$ cat src/rtl/seg7_scan_controller_if.sv
// ---------------------------------------------------------------------------
// seg7_scan_controller_if
//   Bundles the shadow-write bus, commit/mask controls and the multiplexed
//   display drive of seg7_scan_controller.
//
//   Signals (direction seen from the slave, i.e. the controller):
//     wr_en          in   write one shadow digit this cycle
//     wr_digit       in   shadow index written
//     wr_seg         in   active-low segment pattern {g..a}
//     wr_dp          in   active-low decimal point
//     commit         in   request to copy shadow bank to active bank
//     digit_mask     in   1 = digit is scanned
//     seg            out  active-low segments
//     dp             out  active-low decimal point
//     an             out  active-low anodes
//     frame_done     out  one-cycle pulse at each frame boundary
//     commit_pending out  a commit is accepted and not yet applied
//
//   N_DIGITS must match the controller instance it is connected to.
// ---------------------------------------------------------------------------
interface seg7_scan_controller_if #(
  parameter int N_DIGITS = 8
) ();
  localparam int IDX_W = (N_DIGITS > 1) ? $clog2(N_DIGITS) : 1;

  logic                wr_en;
  logic [IDX_W-1:0]    wr_digit;
  logic [6:0]          wr_seg;
  logic                wr_dp;
  logic                commit;
  logic [N_DIGITS-1:0] digit_mask;
  logic [6:0]          seg;
  logic                dp;
  logic [N_DIGITS-1:0] an;
  logic                frame_done;
  logic                commit_pending;

  modport master (
    output wr_en, wr_digit, wr_seg, wr_dp, commit, digit_mask,
    input  seg, dp, an, frame_done, commit_pending
  );

  modport slave (
    input  wr_en, wr_digit, wr_seg, wr_dp, commit, digit_mask,
    output seg, dp, an, frame_done, commit_pending
  );
endinterface

$ cat src/rtl/seg7_scan_controller.sv
// ---------------------------------------------------------------------------
// seg7_scan_controller
//   Time-multiplexed driver for an N_DIGITS seven-segment display with a
//   double-buffered digit store. Software writes the shadow bank at will and
//   requests a commit; the whole shadow bank is copied to the active bank at
//   the next frame boundary so a frame never shows a mix of old and new data.
//   Each digit slot starts with BLANK_TICKS cycles of all-off (anti-ghosting)
//   followed by the digit itself for the rest of TICKS_PER_DIGIT cycles.
//
//   Ports:
//     clk    single clock
//     reset  synchronous, active-high reset
//     bus    seg7_scan_controller_if.slave (write bus, commit, mask, drive)
//
//   All display outputs are registered: they reflect FSM state, slot counter
//   and current digit of the previous cycle.
// ---------------------------------------------------------------------------
module seg7_scan_controller #(
  parameter int N_DIGITS        = 8,
  parameter int TICKS_PER_DIGIT = 12500,
  parameter int BLANK_TICKS     = 100
) (
  input  logic                   clk,
  input  logic                   reset,
  seg7_scan_controller_if.slave  bus
);

  localparam int IDX_W = (N_DIGITS > 1) ? $clog2(N_DIGITS) : 1;
  localparam int CNT_W = $clog2(TICKS_PER_DIGIT);

  localparam logic [CNT_W-1:0] CNT_LAST  = CNT_W'(TICKS_PER_DIGIT - 1);
  localparam logic [CNT_W-1:0] CNT_BLANK = CNT_W'(BLANK_TICKS);

  localparam logic [1:0] ST_IDLE  = 2'd0;
  localparam logic [1:0] ST_BLANK = 2'd1;
  localparam logic [1:0] ST_ON    = 2'd2;

  // Bank entries are {seg[6:0], dp}; 8'hFF is a fully dark digit.
  localparam logic [7:0] DARK = 8'hFF;

  logic [1:0]          state_q, state_d;
  logic [CNT_W-1:0]    cnt_q, cnt_d;
  logic [IDX_W-1:0]    cur_q, cur_d;
  logic                pend_q, pend_d;

  logic [7:0]          shadow_q [N_DIGITS];
  logic [7:0]          active_q [N_DIGITS];

  logic [6:0]          seg_q;
  logic                dp_q;
  logic [N_DIGITS-1:0] an_q, an_d;
  logic                frame_done_q;

  logic [N_DIGITS-1:0] wr_hit;
  logic [IDX_W-1:0]    lo_idx, up_idx, next_idx;
  logic                up_found;
  logic                mask_any, slot_end, boundary, apply;

  // -------------------------------------------------------------------------
  // Per-digit write decode and anode decode. An out-of-range wr_digit
  // matches no digit and is therefore dropped.
  // -------------------------------------------------------------------------
  for (genvar gi = 0; gi < N_DIGITS; gi++) begin : g_digit
    assign wr_hit[gi] = bus.wr_en && (bus.wr_digit == IDX_W'(gi));
    assign an_d[gi]   = ~((state_q == ST_ON) && (cur_q == IDX_W'(gi)));
  end

  // -------------------------------------------------------------------------
  // Next digit search: lowest set mask bit above cur_q, else lowest set bit
  // overall. Scanning downwards lets the last hit be the lowest one.
  // -------------------------------------------------------------------------
  always_comb begin
    lo_idx   = '0;
    up_idx   = '0;
    up_found = 1'b0;
    for (int i = N_DIGITS - 1; i >= 0; i--) begin
      if (bus.digit_mask[i]) begin
        lo_idx = IDX_W'(i);
        if (IDX_W'(i) > cur_q) begin
          up_idx   = IDX_W'(i);
          up_found = 1'b1;
        end
      end
    end
  end

  assign next_idx = up_found ? up_idx : lo_idx;
  assign mask_any = |bus.digit_mask;
  assign slot_end = (state_q != ST_IDLE) && (cnt_q == CNT_LAST);

  // A frame ends when the scan wraps (next digit not above the current
  // one). Dropping into IDLE keeps cur, so that also closes the frame.
  assign boundary = slot_end && (!mask_any || (next_idx <= cur_q));

  // The copy only honours commits that were already pending, so a commit
  // landing on a boundary waits for the following one.
  assign apply  = pend_q && (boundary || (state_q == ST_IDLE));
  assign pend_d = bus.commit || (pend_q && !apply);

  // -------------------------------------------------------------------------
  // Scan FSM
  // -------------------------------------------------------------------------
  always_comb begin
    state_d = state_q;
    cnt_d   = cnt_q;
    cur_d   = cur_q;
    if (state_q == ST_IDLE) begin
      cnt_d = '0;
      if (mask_any) begin
        state_d = ST_BLANK;
        cur_d   = lo_idx;
      end
    end else if (slot_end) begin
      cnt_d = '0;
      if (!mask_any) begin
        state_d = ST_IDLE;
      end else begin
        state_d = ST_BLANK;
        cur_d   = next_idx;
      end
    end else begin
      cnt_d   = cnt_q + CNT_W'(1);
      state_d = (cnt_d >= CNT_BLANK) ? ST_ON : ST_BLANK;
    end
  end

  always_ff @(posedge clk) begin
    if (reset) begin
      state_q <= ST_BLANK;
      cnt_q   <= '0;
      cur_q   <= '0;
      pend_q  <= 1'b0;
    end else begin
      state_q <= state_d;
      cnt_q   <= cnt_d;
      cur_q   <= cur_d;
      pend_q  <= pend_d;
    end
  end

  // -------------------------------------------------------------------------
  // Digit banks. The copy reads the pre-edge shadow contents, so a write in
  // the copy cycle lands in shadow only.
  // -------------------------------------------------------------------------
  always_ff @(posedge clk) begin
    if (reset) begin
      for (int i = 0; i < N_DIGITS; i++) begin
        shadow_q[i] <= DARK;
        active_q[i] <= DARK;
      end
    end else begin
      for (int i = 0; i < N_DIGITS; i++) begin
        if (apply) begin
          active_q[i] <= shadow_q[i];
        end
        if (wr_hit[i]) begin
          shadow_q[i] <= {bus.wr_seg, bus.wr_dp};
        end
      end
    end
  end

  // -------------------------------------------------------------------------
  // Registered display drive
  // -------------------------------------------------------------------------
  always_ff @(posedge clk) begin
    if (reset) begin
      an_q         <= '1;
      seg_q        <= 7'h7F;
      dp_q         <= 1'b1;
      frame_done_q <= 1'b0;
    end else begin
      an_q         <= an_d;
      frame_done_q <= boundary;
      if (state_q == ST_ON) begin
        seg_q <= active_q[cur_q][7:1];
        dp_q  <= active_q[cur_q][0];
      end else begin
        seg_q <= 7'h7F;
        dp_q  <= 1'b1;
      end
    end
  end

  assign bus.an             = an_q;
  assign bus.seg            = seg_q;
  assign bus.dp             = dp_q;
  assign bus.frame_done     = frame_done_q;
  assign bus.commit_pending = pend_q;

endmodule

$ cat src/flat_wrapper.sv
// flat-port wrapper written by rule: the top's interface ports become plain ports
module seg7_scan_controller_flat 
#(
  parameter int N_DIGITS        = 8,
  parameter int TICKS_PER_DIGIT = 12500,
  parameter int BLANK_TICKS     = 100
)
  (clk, reset, bus_wr_en, bus_wr_digit, bus_wr_seg, bus_wr_dp, bus_commit, bus_digit_mask, bus_seg, bus_dp, bus_an, bus_frame_done, bus_commit_pending);
  seg7_scan_controller_if #(.N_DIGITS(N_DIGITS)) bus_i ();
  input  logic clk;
  input  logic reset;
  input wire logic [$bits(bus_i.wr_en)-1:0] bus_wr_en;
  input wire logic [$bits(bus_i.wr_digit)-1:0] bus_wr_digit;
  input wire logic [$bits(bus_i.wr_seg)-1:0] bus_wr_seg;
  input wire logic [$bits(bus_i.wr_dp)-1:0] bus_wr_dp;
  input wire logic [$bits(bus_i.commit)-1:0] bus_commit;
  input wire logic [$bits(bus_i.digit_mask)-1:0] bus_digit_mask;
  output wire logic [$bits(bus_i.seg)-1:0] bus_seg;
  output wire logic [$bits(bus_i.dp)-1:0] bus_dp;
  output wire logic [$bits(bus_i.an)-1:0] bus_an;
  output wire logic [$bits(bus_i.frame_done)-1:0] bus_frame_done;
  output wire logic [$bits(bus_i.commit_pending)-1:0] bus_commit_pending;
  assign bus_i.wr_en = bus_wr_en;
  assign bus_i.wr_digit = bus_wr_digit;
  assign bus_i.wr_seg = bus_wr_seg;
  assign bus_i.wr_dp = bus_wr_dp;
  assign bus_i.commit = bus_commit;
  assign bus_i.digit_mask = bus_digit_mask;
  assign bus_seg = bus_i.seg;
  assign bus_dp = bus_i.dp;
  assign bus_an = bus_i.an;
  assign bus_frame_done = bus_i.frame_done;
  assign bus_commit_pending = bus_i.commit_pending;
  seg7_scan_controller #(.N_DIGITS(N_DIGITS), .TICKS_PER_DIGIT(TICKS_PER_DIGIT), .BLANK_TICKS(BLANK_TICKS)) u_core (.clk(clk), .reset(reset), .bus(bus_i));
endmodule
$ cat config.mk
export PLATFORM = sky130hd
export DESIGN_NAME = seg7_scan_controller_flat
export DESIGN_NICKNAME = d
export VERILOG_FILES = /design/src/rtl/seg7_scan_controller_if.sv /design/src/rtl/seg7_scan_controller.sv /design/src/flat_wrapper.sv
export SDC_FILE = /design/constraint.sdc
export NUM_CORES = 1
export LEC_CHECK = 0
export BUFFER_PORTS_ARGS = -buffer_cell sky130_fd_sc_hd__buf_2
export CORE_MARGIN = 4
export CORE_UTILIZATION = 60
export DETAILED_ROUTE_END_ITERATION = 12
export PLACE_DENSITY = 0.9
export SETUP_SLACK_MARGIN = 0.4
export SYNTH_ARGS = -nofsm -noshare
export SYNTH_HDL_FRONTEND = slang
export SYNTH_SLANG_ARGS = --single-unit
$ cat constraint.sdc
create_clock -name clk -period 4.2 [get_ports clk]
set_input_delay 0.21 -clock clk [delete_from_list [all_inputs] [get_ports clk]]
set_output_delay 0.21 -clock clk [all_outputs]
set_load 0.02 [all_outputs]
==> impl_metrics.yaml <==
status:
  outcome: "finished, final reports clean"
floorplanning:
  die_area_sq_um: 13600
  initial_core_util_pct: 61.6
  core_area_sq_um: 11500
  die_w_um: 117
  core.rowCount: 39
  design.portCount: 41
  fp.dieH_um: 117
global_routing:
  grt_max_degree: 49
  grt_antenna_before_repair: 0
  grt_pass1_wl_um: 23300
  grt_usage_pct: 22.8
  globalRouteOverflowTotal: 0
  first_global_vias: 4549
finish:
  fin_area_sq_um: 8000
  layout.nets: 646
  finish.cell_count_without_fillers: 774
  n_antenna_cell: 0
  area_growth_syn_to_layout_pct: 12.7
  postLayoutCoreUtil_pct: 69.5
  drive_above_1_share_pct: 24.6
synth:
  ys_dominant_reg_cell: "edfxtp_1"
  synth-edff-count: 128
  synth.distinct_cells: 59
  syn_area_sq_um: 7100
  synthArstFlopShare_pct: 0
  syn-num-nets: 610
  synth_cells: 582
  synth_seq_cells: 165
  synthesis.area_per_instance_sq_um: 12.2
  yosys_warnings: 0
  ys_seq_area_share_pct: 64.6
worst_setup_path:
  worst-endpoint-arrival_ns: 3.68
  worst_path_largest_cell_delay_ns: 0.56
  timing_worst_setup_path_type: "reg -> reg"
  path_max_fanout: 28
  worstSetupEndpointType: "flop"
  crit_slowest_cell: "a21o_2"
  critical_path.cell_chain: "buf_4, o21ai_0, a22oi_1, and2_1, a31oi_1, ha_1, nor2b_1, o21ai_0, a211oi_1, o21ai_2, a21o_2, buf_4"
  timing.critical_path.required_ns: 4.31
  timing.critical_path.from: "u_core.cur_q[2]"
  r2r-start: "u_core.cur_q[2]"
  timing.critical_path.from_type: "flop"
placement:
  pre_cts_slack_ns: 0.722
  routabilityCongestion: 0.899
  dp.cells: 742
  place.port_buffers: 40
  post_dp_cell_area_sq_um: 7380
  detailed_place_hpwl_um: 9640
sta:
  finalHoldViolations: 0
  setup_ws_ns: 0.636
  setup_viol: 0
  timing.final.crit_share_pct: 84.9
  unrepaired_setup_endpoints_after_global_routing: "true"
  timing.max_slew.rel_slack_pct: 28.0
  tightestPinTransition_ns: 1.07
  clock_tree_skew_after_final_layout_ns: 0.0115
  slew_viol_final: 0
  setup_total_neg_slack_ns: 0
  period_needed_ns: 3.56
  fin_hold_ws_ns: 0.0115
  max_freq_ghz: 0.281
clock_tree:
  cts-root-to-sink-buffers: 2
  cts_setup_buffers: 0
  worstSkewPairLatency_ns: 0.43
  cts-root-buf: "clkbuf_16"
  cts.sink_count: 165
  path_clk_slew_ns: 0.06
  clock_tree_from_tritoncts: "done"
  tritoncts.num_buffers: 17
  htree_num_levels: 4
routing:
  first_iter_violations: 479
  postRouteWirelength_um: 14600
  drt-pass1-iter-count: 5
  detail_route.vias_per_cell: 5.94
  detail-route-antenna-nets: 0
  route.detailed.drc: 0
  routedWlPerCell_um: 18.9
  via_count_of_the_routed_design: 4597
job:
  max_cap_violations: 0
worst_hold_path:
  timing.hold.worst.start: "bus_commit"
  hold_class: "in -> reg"
power_and_ir_drop:
  finalPower_mw: 3.57
  leakage_nw: 2.60
  power.density_cell_area_nw_per_um2: 447
  vdd_drop_max_mv: 0.267
Yosys cell counts, types with 3 or more instances:
cell	instances	share of area [%]
a211oi_1	3	0.32
a21oi_1	14	0.99
a221oi_1	7	0.86
a22o_1	5	0.62
a22oi_1	3	0.32
a31oi_1	6	0.53
and2_1	3	0.26
and3_1	7	0.62
buf_2	8	0.56
buf_6	4	0.63
clkbuf_1	16	0.85
dfxtp_1	37	10
edfxtp_1	128	54
ha_1	5	0.88
inv_1	13	0.69
mux2_2	14	2.2
mux2i_1	7	0.99
nand2_1	70	3.7
nand2b_1	7	0.62
nand3_1	18	1.3
nand4_1	5	0.44
nor2_1	55	2.9
nor2b_1	5	0.44
nor3_1	5	0.35
o21ai_0	13	0.92
o21bai_1	5	0.53
or2_1	20	1.8
or2_2	52	4.6
xnor2_1	10	1.2
xor2_1	4	0.49
path summary, 6_finish.rpt:
path              depth (start not counted)  slack (ns)                   endpoint
setup / recovery                         12        0.64      u_core.active_q[6][1]
hold / removal                            3        0.01  u_core.bus.commit_pending
setup reg to reg                         12        0.64      u_core.active_q[6][1]
hold reg to reg                           1        0.51      u_core.active_q[6][3]
flip-flops by register name, summed over array words and instances, names as in the netlist:
signal / cells
u_core.active_q: 64
u_core.bus.an: 8
u_core.bus.commit_pending: 1
u_core.bus.dp: 1
u_core.bus.frame_done: 1
u_core.bus.seg: 7
u_core.cnt_q: 14
u_core.cur_q: 3
u_core.shadow_q: 64
u_core.state_q: 2
report_power, final:
part	internal (mW)	switching, mW	leakage [nW]
combinational	0.0371	0.0823	0.894
clock	0.992	0.617	0.296
sequential	1.82	0.0268	1.41
total	2.85	0.726	2.60
cells in the final DEF, fill, tap and decap left out, types with 3 or more instances in the layout:
cell,Yosys,routed
or2_2,52,52
a221oi_1,7,7
bufinv_16,0,4
clkinv_1,1,3
ha_1,5,5
nand3_1,18,18
a31oi_1,6,6
nor2_1,55,55
mux2_2,14,14
and3_1,7,7
nand4_1,5,5
a211oi_1,3,3
edfxtp_1,128,128
clkbuf_16,0,17
nand2_1,70,70
clkinv_4,0,3
or2_1,20,20
mux2i_1,7,7
and2_1,3,3
a22oi_1,3,3
xnor2_1,10,10
buf_4,1,8
o21bai_1,5,5
xor2_1,4,4
dfxtp_1,37,37
a22o_1,5,5
nor2b_1,5,5
nor3_1,5,5
o21ai_0,13,13
a21oi_1,14,14
inv_1,13,13
buf_2,8,40
nand2b_1,7,7
metal layers:
metal / part of all wire [%] / track usage (%) / vias to the layer above
met1: 42 / 29.9 / 2217
met4: 2.8 / 11.0 / 0
met5: 0 / 0 / -
li1: - / - / 2133
met3: 6.7 / 4.73 / 30
met2: 48 / 36.6 / 217
kinds of logic after synthesis:
| logic type | count (synthesis) | synth area share (%) |
|---|---|---|
| DFF | 165 | 64.6 |
| adders and majority gates | 5 | 0.881 |
| and+or+nand+nor | 259 | 19.1 |
| xor gates and xnor gates | 14 | 1.73 |
| AOI/OAI and AO/OA | 71 | 6.93 |
| muxes | 23 | 3.84 |
| buffers and inverters | 45 | 3.00 |
final cells by class:
type / instances / area, sq um
Clock buffer: 19 / 433
Clock inverter: 13 / 180
Fill cell: 748 / 3510
Inverter: 14 / 52.6
Multi-Input combinational cell: 372 / 2310
Sequential cell: 165 / 4580
Tap cell: 143 / 179
Timing Repair Buffer: 48 / 260
worst max-delay path, delay by kind of cell, from the launching register on:
kind	cells	cell delay [ns]
AOI/OAI and AO/OA	7	1.63
adders and majority gates	1	0.29
buffers and inverters	2	0.63
DFF	1	0.35
and+or+nand+nor	2	0.34
timing repair:
action | CTS | global route
endpoints found under the hold margin | 0 | 0
resized for setup | 0 | 1
hold buffers | 0 | 0
endpoints found under the setup margin | 0 | 48
(Power assumes the default switching activity.)
